===== src/rtl/count_pkg.sv =====
package count_pkg;

  typedef logic [7:0] count_t;

  typedef enum logic [1:0] {
    IDLE,
    ACQUIRE,
    SYNC,
    LOCKED
  } checker_state_t;

  // The upstream counter steps on both clock edges, so posedge-only sampling sees +2.
  localparam int unsigned COUNT_STEP_DUAL_EDGE = 2;

endpackage


===== src/rtl/sample_fifo2.sv =====
module sample_fifo2
  import count_pkg::*;
(
  input  logic   clk,
  input  logic   rst,
  input  logic   push,
  input  count_t push_data,
  input  logic   out_ready,
  output logic   out_valid,
  output count_t out_data,
  output logic   overflow
);

  count_t     head_q, head_d;
  count_t     tail_q, tail_d;
  logic [1:0] count_q, count_d;
  logic       ovf_q, ovf_d;
  logic       pop;

  assign pop = (count_q != 2'd0) && out_ready;

  // Head is a register rather than a read port, so it keeps the last head value once empty.
  always_comb begin
    head_d  = head_q;
    tail_d  = tail_q;
    count_d = count_q;
    ovf_d   = ovf_q;
    case (count_q)
      2'd0: begin
        if (push) begin
          head_d  = push_data;
          count_d = 2'd1;
        end
      end
      2'd1: begin
        if (push && pop) begin
          head_d = push_data;
        end else if (push) begin
          tail_d  = push_data;
          count_d = 2'd2;
        end else if (pop) begin
          count_d = 2'd0;
        end
      end
      default: begin
        if (pop) begin
          head_d = tail_q;
          if (push) begin
            tail_d = push_data;
          end else begin
            count_d = 2'd1;
          end
        end else if (push) begin
          ovf_d = 1'b1;
        end
      end
    endcase
  end

  always_ff @(posedge clk or posedge rst) begin
    if (rst) begin
      head_q  <= '0;
      tail_q  <= '0;
      count_q <= '0;
      ovf_q   <= 1'b0;
    end else begin
      head_q  <= head_d;
      tail_q  <= tail_d;
      count_q <= count_d;
      ovf_q   <= ovf_d;
    end
  end

  assign out_valid = (count_q != 2'd0);
  assign out_data  = head_q;
  assign overflow  = ovf_q;

endmodule


===== config.mk =====
export PLATFORM = sky130hd
export DESIGN_NAME = sample_fifo2
export DESIGN_NICKNAME = d
export VERILOG_FILES = /design/src/rtl/count_pkg.sv /design/src/rtl/sample_fifo2.sv
export SDC_FILE = /design/constraint.sdc
export NUM_CORES = 1
export LEC_CHECK = 0
export CORE_AREA = 2 2 44 46
export DETAILED_ROUTE_END_ITERATION = 8
export DIE_AREA = 0 0 46 48
export DONT_BUFFER_PORTS = 1
export MAX_ROUTING_LAYER = met4
export PLACE_DENSITY = 0.72
export RECOVER_POWER = 50
export REMOVE_ABC_BUFFERS = 1
export SYNTH_ARGS = -nofsm -noshare
export SYNTH_HDL_FRONTEND = slang
export SYNTH_SLANG_ARGS = --single-unit

===== constraint.sdc =====
create_clock -name clk -period 1.9 [get_ports clk]
set_input_delay 0.285 -clock clk [delete_from_list [all_inputs] [get_ports clk]]
set_output_delay 0.285 -clock clk [all_outputs]
set_load 0.01 [all_outputs]

After elaboration in Yosys (flattened, before gate mapping)
Cells that the tools add are included.
Operators by class
  equal/unequal tests: 6
  bitwise logic cells: 3
  reduce and logical (&&, ||, !) cells: 11
  mux-type cells: 15
Operators with widths (count)
  8-bit two-way mux: 6
  8-bit case mux with 2 select lines: 2
  2-bit two-way mux: 6
  3-bit AND reduction: 3
  2-bit != test, second input constant: 3
  5-bit AND reduction: 1
  2-bit case mux with 2 select lines: 1
  2-bit nonzero test: 2
  3-bit by 1-bit != test with 1-bit output, second input constant: 1
  3-bit != test, second input constant: 1
  1-bit inverter: 3
  3-bit nonzero test: 1
  2-bit by 1-bit equality test with 1-bit output, second input constant: 1
  1-bit logical AND: 2
  2-bit zero test: 1
  2-bit OR reduction: 1
Word-level totals
  word-level logic and storage cells: 39
  input port bits: 12
  bits in registers: 19
  output and inout port bits: 10

Depth between registers and ports, before layout
Gate-level depths: netlist (run 1).
  word-level depth: 6
  gate-level depth with buffers: 4
  depth with buffers taken out: 3

Worst setup path before layout (run 1)
Ideal clock, no wire load.
  path kind: flip-flop to flip-flop
  start: register count_q[1]
  end: register head_q[0] (netlist: out_data[0])
  period minus slack after synthesis: 1.397 ns
  required time: 1.775 ns
  buffers on the path: 0
  arrival time: 1.272 ns
  library setup time: 0.125 ns
  path slack: 0.503 ns
  cell stages (with the launch flop): 4
  cell sequence: dfrtp_1 > or2_4 > a21oi_4 > mux2_2
On the way
  cells in the longest elaborated chain, start to end: 5
  elaborated cells between the ends (all ways): 10
  classes of those cells: 3 x eq/ne; 1 x mux; 6 x reduce/logical
Ends and longest elaborated chain
  from (decl): line sample_fifo2.sv:16  | logic [1:0] count_q, count_d;
  from (signal assigned): line sample_fifo2.sv:69  | count_q <= count_d;
  2-bit nonzero test *
  named net out_valid: line sample_fifo2.sv:9  | output logic out_valid,
  1-bit logical AND *: line sample_fifo2.sv:20  | assign pop = (count_q != 2'd0) && out_ready;
  1-bit logical AND: line sample_fifo2.sv:36  | if (push && pop) begin
  2-bit != test (no line)
  3-bit AND reduction (no line) *
  to (signal assigned): line sample_fifo2.sv:62  | head_q <= '0;
  to (signal assigned): line sample_fifo2.sv:67  | head_q <= head_d;
  to (decl): line sample_fifo2.sv:14  | count_t head_q, head_d;
The timed path passes the listed nets; every way through them passes the cells marked *.
A chain may end at the register's enable or synchronous reset.

Worst setup path after layout (run 1)
  start: register count_q[1]
  end: register tail_q[5]
On the way
  cells in the longest elaborated chain, start to end: 5
  elaborated cells between the ends (all ways): 10
  classes of those cells: 2 x eq/ne; 1 x mux; 1 x bitwise; 6 x reduce/logical
Ends and longest elaborated chain
  2-bit nonzero test: line sample_fifo2.sv:20
  1-bit logical AND: line sample_fifo2.sv:20
  1-bit logical AND: line sample_fifo2.sv:36
  2-bit != test (no line)
  3-bit AND reduction (no line)
  to (signal assigned): line sample_fifo2.sv:68  | tail_q <= tail_d;
  to (decl): line sample_fifo2.sv:15  | count_t tail_q, tail_d;
Parallel ways exist; a longest one is shown, timed or not.

==> results of run 1 <==
[per-stage QoR]
stage | power, mW | hold WS [ps] | utilization | instances
2_1_floorplan | 1.23 | 236 | - | 84
3_3_place_gp | 1.35 | 333 | 0.587 | 103
3_5_place_dp | 1.37 | 340 | 0.587 | 103
4_1_cts | 1.57 | 120 | 0.609 | 108
5_1_grt | 1.68 | 94.6 | 0.609 | 108
6_report | 1.58 | 109 | 0.609 | 108
[registers in the layout, indices dropped and copies added (netlist names)]
register and flops:
out_data 8, count_q 2, overflow 1, tail_q 8
[logic make-up (layout without fill, tap and decap cells)]
family / count (synthesis) / after routing / synth area share
compound gates: 30 / 30 / 0.206
flops: 19 / 19 / 0.487
mux: 16 / 16 / 0.185
simple gates: 15 / 15 / 0.0846
buf+inv: 9 / 11 / 0.0372
[critical path: stages, from the launching register on]
cell	delay, ps
dfrtp_1	360
buf_4	210
clkinv_1	430
nor3_1	330
a211oi_1	80
[per-layer routing]
metal | routed length [um] | part of all wire | GRT usage
met5 | 0 | 0 | -
met4 | 25 | 0.013 | 0.0971
met3 | 143 | 0.072 | 0.0642
met2 | 889 | 0.45 | 0.269
met1 | 922 | 0.47 | 0.264
[worst max-delay path by stage]
stage	to	slack [ps]	depth (start not counted)	from
finish	tail_q[5]$_DFFE_PP0P_	360	4	count_q[1]$_DFFE_PP0P_
global route	tail_q[2]$_DFFE_PP0P_	210	4	count_q[1]$_DFFE_PP0P_
CTS	tail_q[7]$_DFFE_PP0P_	390	4	count_q[1]$_DFFE_PP0P_
detailed placement	tail_q[7]$_DFFE_PP0P_	400	4	count_q[1]$_DFFE_PP0P_
global placement	out_data[2]$_DFFE_PP0P_	440	3	count_q[0]$_DFFE_PP0P_
floorplan	out_data[0]$_DFFE_PP0P_	360	3	count_q[1]$_DFFE_PP0P_
[cell usage in the layout (no fill, tap or decap)]
master / synthesis / routed
a211oi_1: 8 / 8
a21oi_1: 8 / 8
a21oi_4: 1 / 1
a31o_2: 1 / 1
buf_4: 0 / 2
clkbuf_4: 0 / 3
clkinv_1: 1 / 1
clkinv_2: 0 / 1
dfrtp_1: 19 / 19
dlygate4sd3_1: 0 / 1
inv_1: 3 / 3
mux2_2: 16 / 16
nand2_1: 1 / 1
nand2b_1: 1 / 1
nand3b_1: 1 / 1
nor2_1: 1 / 1
nor2b_1: 2 / 2
nor3_1: 8 / 8
o211ai_1: 1 / 1
o21ai_0: 2 / 2
o22ai_1: 8 / 8
o311ai_0: 1 / 1
or2_4: 1 / 1
[power by group]
part	internal, mW	total [mW]	switching, mW
combinational	0.311	0.593	0.282
clock	0.0785	0.209	0.130
sequential	0.599	0.777	0.178
[timing repair]
item	in CTS	in global routing
endpoints found under the setup margin	0	0
endpoints found under the hold margin	5	0
buffers inserted	0	0
hold buffers	1	0
gates resized for setup	0	0
[cell type report]
cell class	count	area [um2]
fillers	137	661
flip-flops and latches	19	475
multi-input cells	61	464
repair buffers	3	25.0
clock buffers	3	22.5
well taps	17	21.3
inverters	4	15.0
clock inverters	1	5.00
==> flow_metrics.py, run 1 <==
metrics = {
    "outcome": {
        "outcome": "finished, final reports clean",
    },
    "sta": {
        "finalSetupViolCount": 0,
        "fin_setup_tns_ps": 0,
        "report.final.slew_viol_count": 0,
        "fin_ws_ps": 364,
        "hold_viol": 0,
        "slew_headroom": 0.520,
        "finalClockSkew_ps": 2.18,
        "period_needed_ps": 1540,
        "tightestPinTransition_ps": 720,
        "finalCritPeriodShare": 0.809,
        "rsz0062_at_grt": "false",
        "fmax_mhz": 651,
    },
    "synth": {
        "synth_area_um2": 976,
        "netlist_instances": 89,
        "synth_most_common_cell": "dfrtp_1",
        "async_reset_ff_frac": 1.00,
        "synth_flop_cell": "dfrtp_1",
        "synth_top_area_frac": 0.487,
        "yosys-top-cells-count": "19 x dfrtp_1, 16 x mux2_2",
        "synth.distinct_cells": 22,
        "synthTopCellsByArea": "dfrtp_1 49%, mux2_2 18%, a211oi_1 6.2%, o22ai_1 5.1%, a21oi_1 4.1%",
        "yosys_warnings": 0,
        "syn_area_per_cell_um2": 11.0,
        "synth_top_area_cell": "dfrtp_1",
        "synth-edff-count": 0,
        "synth_seq_cells": 19,
        "seq_area_frac_synth": 0.487,
    },
    "setup_path": {
        "worstReg2RegEnd": "tail_q[5]$_DFFE_PP0P_",
        "critPathRequiredTime_ps": 2080,
        "cp.arrival_ps": 1710,
        "r2r_slack_ps": 360,
        "crit_type": "flop to flop",
        "path_max_fanout": 18,
        "crit-reg2reg-launch": "count_q[1]$_DFFE_PP0P_",
        "end_kind": "flop",
        "startpoint_type": "flop",
        "r2r_cells": 4,
    },
    "placed_design": {
        "placed_cell_area_um2": 991,
        "port-buffer-count": 0,
        "hpwlAfterDp_um": 1300,
        "gp_congestion": 0.750,
        "pre_cts_slack_ps": 404,
    },
    "routing": {
        "drt_wl_total_um": 1980,
        "antenna_violating_nets_post_route": 0,
        "first_iter_violations": 18,
        "avgViaCountPerCell": 6.82,
        "first_pass_iters": 4,
        "drc": 0,
        "num_vias": 737,
        "wl_per_cell_um": 18.3,
    },
    "floorplanning": {
        "ioPinCount": 22,
        "core-area_mm2": 0.00169,
        "fp.dieH_um": 48,
        "die_x_um": 46,
        "fp-row-count": 15,
        "initial_core_util": 0.578,
        "dieArea_mm2": 0.00221,
    },
    "finish": {
        "antenna_cells": 0,
        "postLayoutCellArea_mm2": 0.00103,
        "area_delta_synth_final_pct": 5.38,
        "drive_gt1_frac": 0.275,
        "layout.nets": 104,
    },
    "hold_path": {
        "hp-start": "out_ready",
        "hold_path_class": "primary input to flop",
        "hold-path-cell-count": 1,
        "min_to": "count_q[0]$_DFFE_PP0P_",
    },
    "cts": {
        "h-tree-depth": 1,
        "clock_path_buffers": 2,
        "clock_latency_ps": 300,
        "numCtsBuffers": 3,
        "cts_tree": "done",
        "clock_sinks": 19,
        "root_buffer": "clkbuf_4",
        "clkTransAtPathRegs_ps": 110,
    },
    "global_routing": {
        "grt_pass1_vias": 680,
        "globalRouteTotalUtil": 0.198,
        "antenna_found_initial": 0,
        "overflow": 0,
        "grt_max_degree": 20,
        "grt_pass1_wl_um": 2990,
    },
    "run": {
        "drv_cap": 0,
    },
    "power": {
        "vdd_drop_max_mv": 1.05,
        "powerDensity_mw_per_mm2": 1530,
        "leakagePower_nw": 0.397,
    },
}
(Power assumes the default switching activity.)
==> run 2, diff against run 1 <==
--- a/config.mk
+++ b/config.mk
@@ -5,9 +5,10 @@
 export SDC_FILE = /design/constraint.sdc
 export NUM_CORES = 1
 export LEC_CHECK = 0
-export CORE_AREA = 2 2 44 46
+export ABC_AREA = 1
+export CORE_AREA = 2 2 43 45
 export DETAILED_ROUTE_END_ITERATION = 8
-export DIE_AREA = 0 0 46 48
+export DIE_AREA = 0 0 45 47
 export DONT_BUFFER_PORTS = 1
 export MAX_ROUTING_LAYER = met4
 export PLACE_DENSITY = 0.72
==> constraint.sdc (replaced) <==
create_clock -name clk -period 1.53 [get_ports clk]
set_input_delay 0.2295 -clock clk [delete_from_list [all_inputs] [get_ports clk]]
set_output_delay 0.2295 -clock clk [all_outputs]
set_load 0.01 [all_outputs]
==> flow_metrics.py, run 2 <==
metrics = {
    "finish": {
        "drive_gt1_frac": 0.108,
        "final_cell_mix": "61 x nand2_1, 19 x dfrtp_1, 17 x nand3_1",
        "antenna_cells": 0,
        "area_delta_synth_final_pct": 5.16,
        "postLayoutCellArea_um2": 970,
        "final_common_cell": "nand2_1",
        "layout.nets": 133,
        "finalNonFillerCells": 137,
    },
    "synth": {
        "synth_area_um2": 922,
        "yosys-top-cells-count": "61 x nand2_1, 19 x dfrtp_1, 17 x nand3_1, 5 x nand2_2, 4 x inv_1",
        "async_reset_ff_frac": 1.00,
        "synth.distinct_cells": 15,
        "synth_most_common_cell": "nand2_1",
        "yosys_warnings": 0,
        "synth_seq_cells": 19,
        "synth_top_area_frac": 0.516,
        "synth_flop_cell": "dfrtp_1",
        "syn_area_per_cell_um2": 7.95,
        "seq_area_frac_synth": 0.516,
        "synth_top_area_cell": "dfrtp_1",
        "synth-edff-count": 0,
        "synthTopCellsByArea": "dfrtp_1 52%, nand2_1 25%, nand3_1 9.2%, nand2_2 3.4%, a21oi_4 1.8%",
        "netlist_instances": 116,
    },
    "sta": {
        "fin_setup_tns_ps": 0,
        "finalCritPeriodShare": 0.819,
        "fmax_mhz": 798,
        "rsz0062_at_grt": "false",
        "period_needed_ps": 1250,
        "slew_headroom": 0.548,
        "hold_viol": 0,
        "report.final.slew_viol_count": 0,
        "finalSetupViolCount": 0,
        "finalClockSkew_ps": 1.34,
        "tightestPinTransition_ps": 677,
    },
    "power": {
        "comb_power_share": 0.300,
        "power.share.clock": 0.152,
        "switching_share": 0.401,
        "switchingPower_uw": 657,
        "leakagePower_nw": 0.543,
        "powerDensity_mw_per_mm2": 1690,
        "vdd_drop_max_mv": 0.920,
        "p_seq_frac": 0.548,
        "intPower_uw": 980,
    },
    "cts": {
        "clkTransAtPathRegs_ps": 110,
        "root_buffer": "clkbuf_4",
        "cts_setup_buffers": 0,
        "clock_latency_ps": 290,
        "cts_tree": "done",
        "h-tree-depth": 1,
        "clock_path_buffers": 2,
        "numCtsBuffers": 3,
        "clock_sinks": 19,
    },
    "routing": {
        "antenna_violating_nets_post_route": 0,
        "routed-wl-met3_um": 102,
        "num_vias": 731,
        "avgViaCountPerCell": 5.34,
        "highest_layer": "met4",
        "met2_length_um": 802,
        "first_pass_iters": 4,
        "wl_per_cell_um": 12.8,
        "drc": 0,
        "wl_met1_um": 825,
        "drt_wl_total_um": 1760,
        "first_iter_violations": 23,
    },
    "setup_path": {
        "cp.arrival_ps": 1450,
        "critical-path-top-delay-family": "flip-flops",
        "worstReg2RegEnd": "tail_q[1]$_DFFE_PP0P_",
        "r2r_slack_ps": 280,
        "r2r_cells": 5,
        "crit_type": "flop to flop",
        "max_stage_delay_ps": 460,
        "end_kind": "flop",
        "path_max_fanout": 16,
        "path_cells": "inv_6 -> a21oi_4 -> nand2_4 -> nand2_1 -> nand2_1",
        "crit-reg2reg-launch": "count_q[1]$_DFFE_PP0P_",
        "crit_path_top_delay_cell": "dfrtp_1",
        "startpoint_type": "flop",
        "path_common_cell": "nand2_1",
        "cp.buffers_inverters": 1,
        "critPathRequiredTime_ps": 1730,
    },
    "global_routing": {
        "antenna_found_initial": 0,
        "grt_pass1_wl_um": 2810,
        "grt_pass1_vias": 679,
        "overflow": 0,
        "globalRouteTotalUtil": 0.193,
        "grt_max_degree": 20,
    },
    "hold_path": {
        "min_to": "overflow$_DFFE_PP0P_",
        "hp-start": "push",
        "hold-path-cell-count": 1,
        "hold_path_class": "primary input to flop",
    },
    "run": {
        "drv_cap": 0,
    },
    "floorplanning": {
        "ioPinCount": 22,
        "dieArea_mm2": 0.00212,
        "fp.dieH_um": 47,
        "core-area_mm2": 0.00165,
        "fp-row-count": 15,
        "initial_core_util": 0.558,
        "die_x_um": 45,
    },
    "placed_design": {
        "hpwlAfterDp_um": 1280,
        "place_inst": 132,
        "port-buffer-count": 0,
        "placed_cell_area_um2": 932,
        "gp_congestion": 0.806,
    },
    "outcome": {
        "outcome": "finished, final reports clean",
    },
}
-- run 2: what timing repair did --
| action | CTS | global route |
|---|---|---|
| hold buffers | 1 | 0 |
| hold endpoints to repair | 19 | 0 |
| gates resized for setup | 0 | 0 |
| endpoints found under the setup margin | 0 | 0 |
-- run 2: worst max path at each step --
| stage | end | cells after the start | from | slack [ps] |
|---|---|---|---|---|
| floorplan | out_data[0]$_DFFE_PP0P_ | 6 | count_q[1]$_DFFE_PP0P_ | 340 |
| global placement | out_data[1]$_DFFE_PP0P_ | 6 | count_q[1]$_DFFE_PP0P_ | 330 |
| detailed placement | tail_q[1]$_DFFE_PP0P_ | 5 | count_q[1]$_DFFE_PP0P_ | 290 |
| CTS | tail_q[1]$_DFFE_PP0P_ | 5 | count_q[1]$_DFFE_PP0P_ | 270 |
| global route | out_data[3]$_DFFE_PP0P_ | 6 | count_q[1]$_DFFE_PP0P_ | 130 |
| finish | tail_q[1]$_DFFE_PP0P_ | 5 | count_q[1]$_DFFE_PP0P_ | 280 |
-- run 2: worst register-to-register path, cell delays in order, from the launching register on --
cell and delay [ps]:
dfrtp_1 460, inv_6 100, a21oi_4 320, nand2_4 130, nand2_1 90, nand2_1 50
-- run 2: power groups by stage --
stage | sequential, mW | clock, mW | combinational, mW
after floorplan | 0.880 | 0 | 0.391
after global placement | 0.907 | 0 | 0.472
after detailed placement | 0.910 | 0 | 0.490
after CTS | 0.899 | 0.258 | 0.492
after global routing | 0.924 | 0.275 | 0.573
final | 0.898 | 0.249 | 0.491
-- run 2: cell families (layout without fill, tap and decap cells) --
kind of cell           count (synthesis)  in the layout  share of synthesized area
AO/OA/AOI/OAI                          5              5                     0.0475
buffers and inverters                  7             11                     0.0461
flip-flops                            19             19                      0.516
AND/OR/NAND/NOR                       85             85                      0.391
-- run 2: stage by stage --
stage	util	setup WS (ps)	power, mW	hold slack (ps)
after detailed placement	0.564	285	1.40	266
after global placement	0.564	328	1.38	255
after global routing	0.587	126	1.77	45.5
final	0.587	277	1.64	52.1
after CTS	0.587	274	1.65	51.6
after floorplan	-	339	1.27	181
-- run 2: area by class of cell --
| class | count | area [um2] |
|---|---|---|
| clock inverter | 1 | 5.00 |
| clock buffer | 3 | 22.5 |
| inverter | 5 | 23.8 |
| fill | 157 | 682 |
| tap | 17 | 21.3 |
| multi-input combinational | 90 | 404 |
| timing repair buffer | 2 | 17.5 |
| sequential | 19 | 475 |
-- run 2: metal layers --
layer,vias up,global-route usage
met2,26,0.283
met1,326,0.251
met3,4,0.0462
met4,0,0.0941
li1,375,-
met5,-,-
